## config.mk

```make
export PLATFORM = sky130hd
export DESIGN_NAME = pwm_compare_dt_nch
export DESIGN_NICKNAME = d
export VERILOG_FILES = /design/src/rtl/pwm_compare_dt_nch_pkg.sv /design/src/rtl/pwm_compare_dt_nch_channel.sv /design/src/rtl/pwm_compare_dt_nch.sv
export SDC_FILE = /design/constraint.sdc
export NUM_CORES = 1
export LEC_CHECK = 0
export ABC_AREA = 1
export BUFFER_PORTS_ARGS = -buffer_cell sky130_fd_sc_hd__clkbuf_2
export CAP_MARGIN = 10
export CELL_PAD_IN_SITES_DETAIL_PLACEMENT = 2
export CELL_PAD_IN_SITES_GLOBAL_PLACEMENT = 2
export CORE_MARGIN = 2
export CORE_UTILIZATION = 32
export DETAILED_ROUTE_END_ITERATION = 8
export PLACE_DENSITY = 0.76
export SLEW_MARGIN = 5
export SYNTH_ARGS = -nofsm -noshare
export SYNTH_HDL_FRONTEND = slang
export SYNTH_HIERARCHICAL = 1
export SYNTH_SLANG_ARGS = --single-unit
```

## constraint.sdc

```tcl
create_clock -name clk -period 1.6 [get_ports clk]
set_clock_uncertainty 0.05 [all_clocks]
set_input_delay 0.48 -clock clk [delete_from_list [all_inputs] [get_ports clk]]
set_output_delay 0.48 -clock clk [all_outputs]
set_load 0.05 [all_outputs]
```

## src/rtl/pwm_compare_dt_nch_pkg.sv

```systemverilog
// Shared types and default widths for the carrier-compare PWM stage with dead-time insertion.
package pwm_compare_dt_nch_pkg;

  localparam int unsigned DefNch      = 4;
  localparam int unsigned DefPwmWidth = 16;
  localparam int unsigned DefDtWidth  = 10;

  typedef enum logic [2:0] {
    StIdle,
    StAOn,
    StDtToB,
    StBOn,
    StDtToA
  } ch_state_e;

endpackage

```

## src/rtl/pwm_compare_dt_nch_channel.sv

```systemverilog
// One PWM channel: shadowed compare, registered carrier compare and the A/B dead-time FSM.
module pwm_compare_dt_nch_channel
  import pwm_compare_dt_nch_pkg::*;
#(
  parameter int unsigned PWMWIDTH = DefPwmWidth,
  parameter int unsigned DTWIDTH  = DefDtWidth
) (
  input  logic                clk,
  input  logic                rstn,
  input  logic                ce,
  input  logic [PWMWIDTH-1:0] carrier,
  input  logic                load_evt,
  input  logic [PWMWIDTH-1:0] compare,
  input  logic                compare_wr,
  input  logic                sig_pwm,
  input  logic                halt,
  input  logic [DTWIDTH-1:0]  dead_time,
  output logic                pwm_a,
  output logic                pwm_b,
  output logic                pending
);

  logic [PWMWIDTH-1:0] shadow_q, active_q;
  logic                pending_q, raw_q;
  logic [DTWIDTH-1:0]  cnt_q;
  logic                a_q, b_q;
  ch_state_e           state_q;
  logic                xfer;

  assign xfer = load_evt & ce & pending_q;

  // Transfer always takes the pre-write shadow; a concurrent write stays pending.
  always_ff @(posedge clk or negedge rstn) begin
    if (!rstn) begin
      shadow_q  <= '0;
      active_q  <= '0;
      pending_q <= 1'b0;
      raw_q     <= 1'b0;
    end else begin
      raw_q <= (carrier <= active_q) ^ sig_pwm;
      if (xfer) begin
        active_q  <= shadow_q;
        pending_q <= 1'b0;
      end
      if (compare_wr) begin
        shadow_q  <= compare;
        pending_q <= 1'b1;
      end
    end
  end

  // A zero dead time enters the target ON state directly; otherwise the gap counts down on ce.
  always_ff @(posedge clk or negedge rstn) begin
    if (!rstn) begin
      state_q <= StIdle;
      cnt_q   <= '0;
      a_q     <= 1'b0;
      b_q     <= 1'b0;
    end else if (halt) begin
      state_q <= StIdle;
      a_q     <= 1'b0;
      b_q     <= 1'b0;
    end else begin
      unique case (state_q)
        StIdle, StAOn, StBOn: begin
          if ((state_q == StIdle) || (state_q == StAOn && !raw_q) ||
              (state_q == StBOn && raw_q)) begin
            a_q <= 1'b0;
            b_q <= 1'b0;
            cnt_q <= dead_time;
            if (dead_time == '0) begin
              state_q <= raw_q ? StAOn : StBOn;
              a_q     <= raw_q;
              b_q     <= !raw_q;
            end else begin
              state_q <= raw_q ? StDtToA : StDtToB;
            end
          end
        end
        StDtToA, StDtToB: begin
          if (raw_q != (state_q == StDtToA)) begin
            cnt_q <= dead_time;
            if (dead_time == '0) begin
              state_q <= raw_q ? StAOn : StBOn;
              a_q     <= raw_q;
              b_q     <= !raw_q;
            end else begin
              state_q <= raw_q ? StDtToA : StDtToB;
            end
          end else if (ce) begin
            if (cnt_q <= DTWIDTH'(1)) begin
              state_q <= raw_q ? StAOn : StBOn;
              a_q     <= raw_q;
              b_q     <= !raw_q;
            end else begin
              cnt_q <= cnt_q - DTWIDTH'(1);
            end
          end
        end
        default: begin
          state_q <= StIdle;
          a_q     <= 1'b0;
          b_q     <= 1'b0;
        end
      endcase
    end
  end

  assign pwm_a   = a_q;
  assign pwm_b   = b_q;
  assign pending = pending_q;

endmodule

```

## src/rtl/pwm_compare_dt_nch.sv

```systemverilog
// N-channel carrier-compare PWM with complementary dead-time outputs and latched trip protection.
module pwm_compare_dt_nch
  import pwm_compare_dt_nch_pkg::*;
#(
  parameter int unsigned NCH      = DefNch,
  parameter int unsigned PWMWIDTH = DefPwmWidth,
  parameter int unsigned DTWIDTH  = DefDtWidth
) (
  input  logic                    clk,
  input  logic                    rstn,
  input  logic                    ce,
  input  logic [PWMWIDTH-1:0]     carrier,
  input  logic                    load_evt,
  input  logic [NCH*PWMWIDTH-1:0] compare,
  input  logic [NCH-1:0]          compare_wr,
  input  logic [NCH-1:0]          sig_pwm,
  input  logic                    en_pwm,
  input  logic [DTWIDTH-1:0]      dead_time,
  input  logic                    trip,
  input  logic                    trip_clr,
  output logic [NCH-1:0]          pwm_a,
  output logic [NCH-1:0]          pwm_b,
  output logic [NCH-1:0]          pending,
  output logic                    fault
);

  logic fault_q;
  logic halt;

  always_ff @(posedge clk or negedge rstn) begin
    if (!rstn) begin
      fault_q <= 1'b0;
    end else if (trip) begin
      fault_q <= 1'b1;
    end else if (trip_clr) begin
      fault_q <= 1'b0;
    end
  end

  // Raw trip is included so outputs drop on the same edge that latches the fault.
  assign halt  = !en_pwm | fault_q | trip;
  assign fault = fault_q;

  for (genvar i = 0; i < NCH; i++) begin : g_ch
    pwm_compare_dt_nch_channel #(
      .PWMWIDTH (PWMWIDTH),
      .DTWIDTH  (DTWIDTH)
    ) u_ch (
      .clk        (clk),
      .rstn       (rstn),
      .ce         (ce),
      .carrier    (carrier),
      .load_evt   (load_evt),
      .compare    (compare[i*PWMWIDTH +: PWMWIDTH]),
      .compare_wr (compare_wr[i]),
      .sig_pwm    (sig_pwm[i]),
      .halt       (halt),
      .dead_time  (dead_time),
      .pwm_a      (pwm_a[i]),
      .pwm_b      (pwm_b[i]),
      .pending    (pending[i])
    );
  end

endmodule

```

# --- After elaboration in Yosys (flattened, before gate mapping) ---
# Index checks and enable logic that the tools add are counted.
word_totals:
  inputBits: 105
  output_inout_bits: 13
  regBits: 197
op_classes:
  n_reduce_logical: 55
  n_lt_le_gt_ge: 8
  eq_ne: 48
  muxes: 130
  add_sub_neg: 4
  bitwise: 12
ops:
  columns: ["cell", "n"]
  rows:
  - ["two-way mux 10 bit", 16]
  - ["two-way mux 3 bit", 28]
  - ["one-hot mux 10 bit (2 select lines)", 4]
  - ["two-way mux 1 bit", 66]
  - ["<= comparator 16 bit", 4]
  - ["<= comparator 10 x 1 -> 1 bit, second input constant", 4]
  - ["subtractor 10 x 1 -> 10 bit, second input constant", 4]
  - ["!= test 3 x 2 -> 1 bit, second input constant", 11]
  - ["== test 3 x 2 -> 1 bit, second input constant", 8]
  - ["one-hot mux 3 bit (2 select lines)", 4]
  - ["!= test 4 x 2 -> 1 bit, second input constant", 5]
  - ["AND reduction 5 bit", 4]
  - ["nonzero test 2 bit", 9]
  - ["one-hot mux 1 bit (2 select lines)", 8]
  - ["AND reduction 4 bit", 4]
  - ["== test 3 x 1 -> 1 bit, second input constant", 4]
  - ["== test 3 bit, second input constant", 4]
  - ["logical NOT 3 bit", 4]
  - ["!= test 4 x 3 -> 1 bit, second input constant", 3]
  - ["!= test 4 bit, second input constant", 3]
  - ["AND reduction 3 bit", 4]
  - ["OR reduction 3 bit", 4]
  - ["logical NOT 10 bit", 1]
  - ["logical AND 1 bit", 8]
  - ["12 further kinds", 43]

# --- Depth between registers and ports, before layout ---
# Gate-level depths: netlist of the first run.
logic_depth:
  depth_word: 7
  mapped_depth: 14
  depth_no_buf: 14

# --- Modules after synthesis ---
# Netlist of the first run, hierarchy kept.
by_module_without_submodules:
  columns: ["module", "cells_per_inst", "area_each_um2", "instances"]
  rows:
  - ["pwm_compare_dt_nch_channel at g_ch[1].u_ch ...", 401, 2999.1, 2]
  - ["pwm_compare_dt_nch_channel at g_ch[0].u_ch ...", 379, 2899.0, 2]
  - ["pwm_compare_dt_nch", 7, 47.5, 1]

# --- Worst setup path before layout of the first run ---
# OpenSTA, ideal clock, no wires.
synth_path:
  kind: "flip-flop to flip-flop"
  startpoint: "register fault_q, in the netlist fault"
  endpoint: "register g_ch[0].u_ch.cnt_q[7]"
  path_slack_ps: -323
  n_path_buf: 1
  stages_incl_launch_ff: 10
  setup_ps: 118
  arrival_time_ps: 1754
  path_cell_list: "dfrtp_1 -> nor2_1 -> nand2_1 -> inv_1 -> o21ai_1 -> a21oi_4 -> nand2_4 -> buf_12 -> nand2_2 -> nand2_1"
synth_via:
  elab_chain_cells: 4
synth_lines:
  columns: ["element", "line_no", "text"]
  rows:
  - ["start: declaration", "pwm_compare_dt_nch.sv:27", "logic fault_q;"]
  - ["start signal: assignment", "pwm_compare_dt_nch.sv:32", "fault_q <= 1'b0;"]
  - ["start signal: assignment", "pwm_compare_dt_nch.sv:34", "fault_q <= 1'b1;"]
  - ["start signal: assignment", "pwm_compare_dt_nch.sv:36", "fault_q <= 1'b0;"]
  - ["bitwise OR 1 bit (2 in series)", "pwm_compare_dt_nch.sv:41", "assign halt = !en_pwm | fault_q | trip;"]
  - ["named net halt", "pwm_compare_dt_nch.sv:28", "logic halt;"]
  - ["NOT 1 bit (no line)", null, null]
  - ["AND reduction 5 bit (no line)", null, null]
  - ["end signal: assignment", "pwm_compare_dt_nch_channel.sv:70", "cnt_q <= dead_time;"]
  - ["end signal: assignment", "pwm_compare_dt_nch_channel.sv:82", "cnt_q <= dead_time;"]
  - ["end signal: assignment", "pwm_compare_dt_nch_channel.sv:96", "cnt_q <= cnt_q - DTWIDTH'(1);"]
  - ["end: declaration", "pwm_compare_dt_nch_channel.sv:25", "logic [DTWIDTH-1:0] cnt_q;"]
# The timed path passes the listed nets, and every way through them passes these cells.
# A chain may end at the register's enable or synchronous reset.

# --- Worst setup path in the final report of the first run ---
layout_path:
  startpoint: "register g_ch[1].u_ch.state_q[1]"
  endpoint: "register g_ch[1].u_ch.cnt_q[0]"
layout_via:
  elab_chain_cells: 6
  elab_cells_between_ends: 19
  cone_classes: "8 x eq/ne; 2 x mux; 9 x reduce/logical"
layout_lines:
  columns: ["element", "line_no", "text"]
  rows:
  - ["start: declaration", "pwm_compare_dt_nch_channel.sv:27", "ch_state_e state_q;"]
  - ["start signal: assignment", "pwm_compare_dt_nch_channel.sv:55", "state_q <= StIdle;"]
  - ["start signal: assignment", "pwm_compare_dt_nch_channel.sv:60", "state_q <= StIdle;"]
  - ["start signal: assignment", "pwm_compare_dt_nch_channel.sv:72", "state_q <= raw_q ? StAOn : StBOn;"]
  - ["== test 3 x 1 -> 1 bit", "pwm_compare_dt_nch_channel.sv:64, pwm_compare_dt_nch_channel.sv:66", null]
  - ["logical AND 1 bit", "pwm_compare_dt_nch_channel.sv:66", "if ((state_q == StIdle) || (state_q == StAOn && !raw_q) ||"]
  - ["logical OR 1 bit (2 in series)", "pwm_compare_dt_nch_channel.sv:66", null]
  - ["!= test 2 x 1 -> 1 bit (no line)", null, null]
  - ["AND reduction 5 bit (no line)", null, null]
  - ["end signal: assignment", "pwm_compare_dt_nch_channel.sv:70", null]
  - ["end signal: assignment", "pwm_compare_dt_nch_channel.sv:82", null]
  - ["end signal: assignment", "pwm_compare_dt_nch_channel.sv:96", null]
  - ["end: declaration", "pwm_compare_dt_nch_channel.sv:25", null]
# Several ways; a longest one is shown, not always the timed one.

==> flow_metrics.tcl, run 1 <==
set metrics [dict create \
    critPathLaunchType "flip-flop" \
    crit_required_ns 1.97 \
    die_h_um 196.4 \
    utilization_pct 48.18 \
    synth_fa_ha_area_share_pct 7.606 \
    synthSimpleGateAreaFrac_pct 28.25 \
    grt_pass1_wl_um 83130 \
    path_common_cell "nand2_1" \
    yosysSeqAreaShare_pct 41.62 \
    layout.nets 2140 \
    ant_nets 0 \
    period_share_pct 121.1 \
    antenna_found_initial 1 \
    drt_iter0_markers 703 \
    areaGrowthSynthToFinish_pct 48.57 \
    synth_top_area_share_pct 41.62 \
    drt_first_pass_iters 5 \
    power.leakage_nw 8.660 \
    ys_top_cells_by_area "dfrtp_1, nand2_1, ha_1" \
    cts.clk_slew.worst_paths_ns 0.09 \
    max-cap-violations 0 \
    cpMaxStageDelayCell "dfrtp_2" \
    drcViolationCount 0 \
    synth_compound_area_share_pct 11.79 \
    crit_family "simple AND/OR/NAND/NOR gates" \
    dpl_cell_area_um2 14460 \
    ys_ff_latch 197 \
    synthFlopType "dfrtp_1" \
    cts_sinks 197 \
    setup_ws_ns -0.3372 \
    synth_edf_count 0 \
    synthArstFlopShare_pct 100.0 \
    ir_worst_vdd_mv 0.9435 \
    crit_type "reg -> reg" \
    ys_types 37 \
    wire_per_inst_um 26.41 \
    internal-power_mw 11.26 \
    arrival_ns 2.31 \
    stdcell_area_um2 17600 \
    outcome "finished, violations left" \
    rows 70 \
    root_buffer "clkbuf_16" \
    switching_share_pct 40.90 \
    violations "setup timing" \
    yosysWarnings 6 \
    die-area_um2 38570 \
    synthXorXnorAreaFrac_pct 1.479 \
    vias 13120 \
    p_seq_share_pct 33.8 \
    syn_nets 1744 \
    cts_buffers 17 \
    port_buffers 117 \
    dp_hpwl_um 33510 \
    core-area_um2 36520 \
    report.final.slew_viol_count 0 \
    insertion_delay_ns 0.48 \
    max_stage_delay_ns 0.51 \
    register_area_um2 4949 \
    cp_max_fo 7 \
    viasPerCell 5.369 \
    syn_inst 1567 \
    setup_tns_ns -11.37 \
    die_x_um 196.4 \
    synth_top_family_by_area "simple AND/OR/NAND/NOR gates" \
    fillCellCount 3922 \
    hp-class "in -> reg" \
    grt_use_total_pct 28.34 \
    worst_pin_slew_ns 0.6126 \
    grt_max_degree 34 \
    grt_pass1_vias 14580 \
    cts_tree "done" \
    yosysMostFrequentCell "nand2_1" \
    start_util_pct 32.43 \
    place_congestion 0.8116 \
    synth_area_um2 11840 \
    io_pins 118 \
    antenna_cells 0 \
    cp_cell_sequence "nor2_4, nand2_2, nand2_4, nand3_4, buf_12, buf_8, o21ai_2, nand2_1, nand2_1" \
    power_frac_clock_pct 25.5 \
    cts_max_path_buffers 2 \
    fin_crit_ns 1.937 \
    multi_input_area_um2 7227 \
    maxClockFrequency_mhz 516.2 \
    yosys.area.top_type "dfrtp_1" \
    synth_common_cells "nand2_1, inv_1, dfrtp_1" \
    rsz0062_at_grt "true" \
    combPwrFrac_pct 40.7 \
    grt.overflow.total 0 \
    drt-total-wl_um 64520 \
    drive_gt1_share_pct 40.66 \
    power_density_nw_per_um2 1083 \
    ctsHtreeMaxLevel 4 \
    synth_mux_area_share_pct 0 \
    slew_headroom_pct 59.16 \
    final-setup-viol-count 62 \
    avgSynthCellArea_um2 7.558 \
    critPathCaptureType "flip-flop" \
    path_buf_inv 2 \
    final-hold-violation-count 0 \
    switchingPower_mw 7.791 \
]
repair_timing:
action                     CTS  global route
pin swaps                  100           129
setup buffers               57            41
setup endpoints to repair   73            73
gates cloned                 5             1
hold buffers                 1             0
resized for setup          226           241
hold endpoints to repair    21             0
flip-flops by register name, indices dropped and copies added, names as in the netlist:
name	count
g_ch.u_ch/state_q	12
g_ch.u_ch/active_q	64
g_ch.u_ch/shadow_q	64
g_ch.u_ch/raw_q	4
g_ch.u_ch/cnt_q	40
g_ch.u_ch/pending	4
g_ch.u_ch/pwm_a	4
fault	1
g_ch.u_ch/pwm_b	4
power by group through the flow:
stage / logic [mW] / registers [mW] / clock network (mW)
floorplan: 2.74 / 6.25 / 0
global placement: 4.85 / 6.24 / 0
detailed placement: 5.26 / 6.29 / 0
CTS: 6.12 / 6.25 / 4.79
global route: 8.26 / 6.48 / 5.11
finish: 7.75 / 6.43 / 4.86
worst min-delay path: cells and delay by family:
family	cells	cell delay, ns
buf+inv	1	0.07
compound gates	1	0.06
simple gates	1	0.04
cell families after synthesis:
| logic type | after synthesis |
|---|---|
| AOI/OAI and AO/OA | 256 |
| xor gates and xnor gates | 20 |
| adders and majority gates | 72 |
| buffers and inverters | 266 |
| DFF | 197 |
| and+or+nand+nor | 756 |
path summary, 6_finish.rpt:
check	start	endpoint	slack [ns]	cells past startpoint
max in group asynchronous	rstn	g_ch[1].u_ch/raw_q	0.48	3
min in group asynchronous	rstn	g_ch[3].u_ch/pwm_b	0.48	2
min	compare[7]	g_ch[0].u_ch/shadow_q[7]	0.15	3
min reg2reg	g_ch[1].u_ch/active_q[14]	g_ch[1].u_ch/active_q[14]	0.45	2
max	g_ch[1].u_ch/state_q[1]	g_ch[1].u_ch/cnt_q[0]	-0.34	9
max reg2reg	g_ch[1].u_ch/state_q[1]	g_ch[1].u_ch/cnt_q[0]	-0.34	9
area by class of cell:
class                   instances  area share, %
clock inverters                13          1.074
clock buffers                  18          2.496
multi-input cells            1108          41.07
repair buffers                409          18.85
flip-flops and latches        197          28.12
inverters                     230          5.063
well taps                     468          3.328
layout by cell type, fill, tap and decap left out, types with 30 or more instances in the layout:
master    synthesis  layout
nand3_1          48      36
a21oi_1          44      32
nor2_2           12      30
inv_2             8      48
nor2_1          139      87
ha_4              0      32
o21ai_0         166     145
buf_6             4      34
nand4_1          44      44
nor2_4           12      48
nand2_2          20      73
dfrtp_1         197     182
buf_4             0     236
nand2_4           4      35
clkbuf_2          0     103
ha_1             72      39
nand2_1         453     370
inv_1           218     173
routing by layer:
metal / GRT usage, % / up-vias / share of wire, %
met5: 0 / - / 0.020
met4: 13.83 / 2 / 7.0
met3: 4.466 / 242 / 3.5
met2: 55.29 / 418 / 54
met1: 29.22 / 6694 / 35
li1: - / 5761 / -
metrics by stage:
| stage | setup slack (ns) | hold WS [ns] | total power, mW | instances |
|---|---|---|---|---|
| 2_1_floorplan | -0.01668 | 0.1344 | 8.994 | 1567 |
| 3_3_place_gp | -0.2310 | 0.4063 | 11.09 | 2311 |
| 6_report | -0.3372 | 0.1454 | 19.05 | 2443 |
| 5_1_grt | -0.3761 | 0.1539 | 19.85 | 2443 |
| 3_5_place_dp | -0.3085 | 0.4090 | 11.55 | 2311 |
| 4_1_cts | -0.1242 | 0.1611 | 17.16 | 2405 |
Note: power is estimated with default switching activity, not from simulation.
==> run 2: changes to the inputs <==
- CELL_PAD_IN_SITES_DETAIL_PLACEMENT: 2 -> 1
- CELL_PAD_IN_SITES_GLOBAL_PLACEMENT: 2 -> 1
- CORE_UTILIZATION: 32 -> 40
- PLACE_DENSITY: 0.76 -> 0.75
==> run 2 against run 1 <==
Effect of this change: the flow still finishes with violations (setup timing); final area fell by 6.5%; maximum frequency rose by 9.7%; sequential power fell by 3%; clock-buffer cell count rose by 1; wire length fell by 35%; die area fell by 20%; hold slack improved by 0.032 ns; critical endpoint is now g_ch[1].u_ch/state_q[2]; clock power fell by 6.2%; sequential cell count did not move; highest routed layer is now met4; first-iteration DRC count fell by 12%.
==> flow_metrics.tcl, run 2 (same netlist as run 1, synthesis figures left out) <==
set metrics [dict create \
    viasPerCell 5.174 \
    layout.nets 2102 \
    drt-total-wl_um 42250 \
    cp_cell_sequence "buf_6, nand2_2, nand2_2, nor2_4, buf_4, o21ai_0, nor2_1, nor2_1, nand3b_1, nand2_1" \
    grt_pass1_vias 12780 \
    ctsHtreeMaxLevel 4 \
    grt.overflow.total 0 \
    maxClockFrequency_mhz 566.3 \
    grt_max_degree 35 \
    core-area_um2 28940 \
    dpl_cell_area_um2 14300 \
    crit_required_ns 1.90 \
    layout_common_cells "nand2_1, buf_4, inv_1" \
    final_common_cell "nand2_1" \
    fin_crit_ns 1.766 \
    path_buf_inv 2 \
    drcViolationCount 0 \
    dp_hpwl_um 28240 \
    switchingPower_mw 6.236 \
    root_buffer "clkbuf_16" \
    period_share_pct 110.4 \
    die_h_um 176.1 \
    cp_max_fo 5 \
    stdcell_area_um2 16460 \
    report.final.slew_viol_count 0 \
    power.leakage_nw 8.349 \
    antenna_cells 0 \
    place_congestion 0.8572 \
    power_density_nw_per_um2 1031 \
    cpMaxStageDelayCell "dfrtp_2" \
    die-area_um2 31000 \
    critPathLaunchType "flip-flop" \
    max_stage_delay_ns 0.46 \
    crit_type "reg -> reg" \
    drive_gt1_share_pct 33.59 \
    cts_max_path_buffers 2 \
    wire_per_inst_um 18.20 \
    combPwrFrac_pct 36.4 \
    violations "setup timing" \
    hp-class "in -> reg" \
    total_power_mw 16.97 \
    vias 12010 \
    power_frac_clock_pct 26.8 \
    cts.clk_slew.worst_paths_ns 0.09 \
    setup_ws_ns -0.1660 \
    ant_nets 0 \
    grt_pass1_wl_um 64200 \
    drt_first_pass_iters 5 \
    cts_tree "done" \
    final-hold-violation-count 0 \
    io_pins 118 \
    rows 62 \
    critPathCaptureType "flip-flop" \
    drt_iter0_markers 620 \
    port_buffers 117 \
    cts_buffers 17 \
    cts_sinks 197 \
    areaGrowthSynthToFinish_pct 38.94 \
    p_seq_share_pct 36.8 \
    slew_headroom_pct 63.22 \
    die_x_um 176.1 \
    outcome "finished, violations left" \
    start_util_pct 40.93 \
    top_regs "g_ch.u_ch/active_q: 64 flops, g_ch.u_ch/shadow_q: 64 flops, g_ch.u_ch/cnt_q: 40 flops" \
    max-cap-violations 0 \
    internal-power_mw 10.74 \
    utilization_pct 56.87 \
    final-setup-viol-count 58 \
    switching_share_pct 36.74 \
    ir_worst_vdd_mv 0.8004 \
    antenna_found_initial 0 \
    crit_family "simple AND/OR/NAND/NOR gates" \
    rsz0062_at_grt "true" \
    grt_use_total_pct 26.26 \
    worst_pin_slew_ns 0.5517 \
    insertion_delay_ns 0.46 \
    arrival_ns 2.07 \
]
-- run 2: cell count changes in the layout (fill, tap and decap cells not counted), moves of 8 or more --
| cell | change |
|---|---|
| nand2_1 | +41 |
| nand2_2 | -25 |
| buf_4 | -23 |
| inv_1 | +22 |
| inv_2 | -19 |
| nor2_1 | +19 |
| ha_4 | -14 |
| nand2_4 | -14 |
| nor2_4 | -14 |
| buf_8 | -12 |
| ha_1 | +12 |
| nand3_2 | -8 |
-- run 2: power by group through the flow --
| stage | sequential (mW) | clock (mW) | combinational, mW |
|---|---|---|---|
| finish | 6.25 | 4.56 | 6.17 |
| floorplan | 6.25 | 0 | 2.74 |
| global route | 6.33 | 4.86 | 6.81 |
| detailed placement | 6.27 | 0 | 5.00 |
| CTS | 6.21 | 4.65 | 5.43 |
| global placement | 6.24 | 0 | 4.74 |
-- run 2: routing by layer --
layer  up-vias  part of all wire, %  track usage, %
li1       5701                    -               -
met1      5924                   41           30.75
met2       284                   52           47.81
met3       105                  3.4           3.639
met4         0                  4.2           11.43
met5         -                    0               0
-- run 2: worst paths after layout --
path                                    startpoint                         to  slack, ns  cells after the start
max                        g_ch[1].u_ch/state_q[1]    g_ch[1].u_ch/state_q[2]      -0.17                     10
min                                    compare[38]   g_ch[2].u_ch/shadow_q[6]       0.18                      3
max reg2reg                g_ch[1].u_ch/state_q[1]    g_ch[1].u_ch/state_q[2]      -0.17                     10
min reg2reg                     g_ch[1].u_ch/pwm_b         g_ch[1].u_ch/pwm_b       0.43                      2
max in group asynchronous                     rstn  g_ch[2].u_ch/shadow_q[15]       0.46                      3
min in group asynchronous                     rstn      g_ch[0].u_ch/cnt_q[6]       0.47                      2
-- run 2: stage by stage --
stage          TNS [ns]  hold slack, ns  cells  setup WS, ns
2_1_floorplan   -0.3033          0.1344   1567      -0.01668
3_3_place_gp     -6.715          0.3963   2225       -0.2404
3_5_place_dp     -9.564          0.3956   2225       -0.3602
4_1_cts          -1.602          0.1624   2291       -0.1286
5_1_grt          -9.207          0.1759   2322       -0.2672
6_report         -4.199          0.1770   2322       -0.1660
-- run 2: final cells by class --
type | count | area (um2)
fillers | 3520 | 12480
multi-input cells | 1110 | 6681
flip-flops and latches | 197 | 4949
repair buffers | 369 | 2863
inverters | 230 | 880.8
well taps | 384 | 480.5
clock buffers | 19 | 432.9
clock inverters | 13 | 168.9
-- run 2: repair_timing --
item | in CTS | in global routing
resized for setup | 144 | 143
cloned | 5 | 1
setup buffers | 28 | 34
pin swaps | 63 | 85
hold endpoints to repair | 24 | 0
endpoints found under the setup margin | 71 | 68
hold buffers | 1 | 0
-- run 2: worst reg2reg max path, cell delays in order, from the launching register on --
cell and delay [ns]:
dfrtp_2 0.46, buf_6 0.14, nand2_2 0.05, nand2_2 0.06, nor2_4 0.17, buf_4 0.17, o21ai_0 0.11, nor2_1 0.22
nor2_1 0.09, nand3b_1 0.09, nand2_1 0.06
==> run 3: changes to the inputs <==
- PLACE_DENSITY: 0.75 -> unset
- PLACE_DENSITY_LB_ADDON: unset -> 0.3
==> run 3 against run 2 <==
Effect of this change: combinational power increased by 3%; the flow still finishes with violations (setup timing); global-route usage increased by 0.24 points; final area increased by 2.1%.
==> flow_metrics.tcl, run 3 (same netlist as run 1, synthesis figures left out) <==
set metrics [dict create \
    r2r_end "g_ch[2].u_ch/cnt_q[0]" \
    grt_pass1_wl_um 64680 \
    r2r_cells 10 \
    finalNonFillerCells 2338 \
    wire_per_inst_um 18.83 \
    total_power_mw 17.15 \
    critPathCaptureType "flip-flop" \
    final_common_cell "nand2_1" \
    setup_ws_ns -0.1978 \
    drt_first_pass_iters 5 \
    root_buffer "clkbuf_16" \
    maxClockFrequency_mhz 556.2 \
    power_density_nw_per_um2 1020 \
    hold_start "compare[50]" \
    crit_type "reg -> reg" \
    ir_worst_vdd_mv 0.8584 \
    grt_use_total_pct 26.50 \
    dp_hpwl_um 28230 \
    ant_nets 0 \
    arrival_ns 2.10 \
    ff2ff_setup_slack_ns -0.20 \
    cts_max_path_buffers 2 \
    cts_tree "done" \
    die-area_um2 31000 \
    crit_required_ns 1.90 \
    cpMaxStageDelayCell "dfrtp_1" \
    power.leakage_nw 8.464 \
    vias 12050 \
    max_stage_delay_ns 0.38 \
    worst_pin_slew_ns 0.5620 \
    cts_buffers 17 \
    period_share_pct 112.4 \
    report.final.slew_viol_count 0 \
    viasPerCell 5.152 \
    timing.rr.start "g_ch[2].u_ch/cnt_q[1]" \
    final-hold-violation-count 0 \
    rows 62 \
    critPathLaunchType "flip-flop" \
    cts_sinks 197 \
    ctsHtreeMaxLevel 4 \
    placed_cells 2209 \
    slew_headroom_pct 62.53 \
    antenna_cells 0 \
    place_congestion 0.8759 \
    drt_iter0_markers 680 \
    fin_crit_ns 1.798 \
    insertion_delay_ns 0.46 \
    fillCellCount 3532 \
    max-cap-violations 0 \
    areaGrowthSynthToFinish_pct 41.91 \
    hp-class "in -> reg" \
    cp_max_fo 10 \
    layout_common_cells "nand2_1, buf_4, dfrtp_1" \
    io_pins 118 \
    cp_cell_sequence "inv_2, ha_4, o21ai_4, or2_1, buf_4, nor2_2, nor2_2, nand2_4, nand2_1, nand2_1" \
    die_x_um 176.1 \
    violations "setup timing" \
    drive_gt1_share_pct 35.93 \
    drt-total-wl_um 44020 \
    grt_max_degree 57 \
    port_buffers 117 \
    grt.overflow.total 0 \
    outcome "finished, violations left" \
    die_h_um 176.1 \
    antenna_found_initial 0 \
    rsz0062_at_grt "true" \
    top_regs "g_ch.u_ch/active_q: 64 flops, g_ch.u_ch/shadow_q: 64 flops, g_ch.u_ch/cnt_q: 40 flops" \
    start_util_pct 40.93 \
    core-area_um2 28940 \
    cts.clk_slew.worst_paths_ns 0.08 \
    drcViolationCount 0 \
    whs_path_depth 3 \
    grt_pass1_vias 12820 \
    holdPathEnd "g_ch[3].u_ch/shadow_q[2]" \
    final-setup-viol-count 56 \
    layout.nets 2118 \
]
## run 3: changes by cell type in the layout (fill, tap and decap cells not counted), moves of 3 or more
cell / change
nand2_1: -11
inv_4: +4
inv_1: -14
nand2_2: +8
inv_2: +10
nor2_1: -5
buf_6: +14
nor2_2: +5
ha_4: +3
buf_8: +5
nor3_2: +3
## run 3: cell type report
type	instances	area [um2]	area share, %
multi-input combinational	1109	6763	40.24
sequential	197	4949	29.44
timing repair buffer	386	3120	18.57
inverter	230	890.9	5.300
tap	384	480.5	2.859
clock buffer	20	466.7	2.777
clock inverter	12	137.6	0.8189
## run 3: critical path: cells and delay by family (launching register included)
| family | cells | cell delay [ns] |
|---|---|---|
| AO/OA/AOI/OAI | 1 | 0.17 |
| adder cells (fa/ha/maj) | 1 | 0.17 |
| buffers and inverters | 2 | 0.21 |
| flip-flops | 1 | 0.38 |
| AND/OR/NAND/NOR | 6 | 0.69 |
## run 3: how the worst max path moves through the flow
stage	from	to	slack (ns)	cells after the start
final	g_ch[2].u_ch/cnt_q[1]	g_ch[2].u_ch/cnt_q[0]	-0.20	10
after global routing	g_ch[2].u_ch/cnt_q[1]	g_ch[2].u_ch/cnt_q[0]	-0.29	10
after CTS	fault	fault	-0.13	2
after detailed placement	carrier[3]	g_ch[3].u_ch/raw_q	-0.33	12
after global placement	carrier[3]	g_ch[3].u_ch/raw_q	-0.25	12
after floorplan	fault	g_ch[1].u_ch/cnt_q[6]	-0.02	8
## run 3: layer usage
metal | vias up | part of all wire (%) | track usage, %
met1 | 5942 | 40 | 29.93
met4 | 0 | 3.9 | 10.85
met5 | - | 0 | 0
met3 | 114 | 3.6 | 5.276
met2 | 264 | 53 | 48.66
li1 | 5725 | - | -
## run 3: stage by stage
step | util, % | cell area (um2) | hold slack, ns | setup TNS [ns] | setup WS [ns]
global route | 58.09 | 16810 | 0.1654 | -11.42 | -0.2898
CTS | 54.48 | 15760 | 0.1549 | -1.972 | -0.1334
detailed placement | 49.09 | 14200 | 0.3299 | -8.639 | -0.3286
global placement | 49.09 | 14200 | 0.3311 | -5.305 | -0.2475
finish | 58.09 | 16810 | 0.1722 | -6.088 | -0.1978
floorplan | - | 11870 | 0.1344 | -0.3033 | -0.01668
## run 3: power breakdown
group	leakage, nW	internal (mW)	switching, mW	total (mW)
registers	2.44	5.71	0.552	6.26
clock network	0.293	2.34	2.19	4.53
logic	5.73	2.76	3.61	6.36
## run 3: repair_timing
item / in CTS / in global routing
endpoints found under the hold margin: 16 / 0
gates cloned: 6 / 1
pin swaps: 75 / 87
endpoints found under the setup margin: 70 / 72
hold buffers: 1 / 0
buffers inserted: 45 / 47
gates resized for setup: 152 / 194
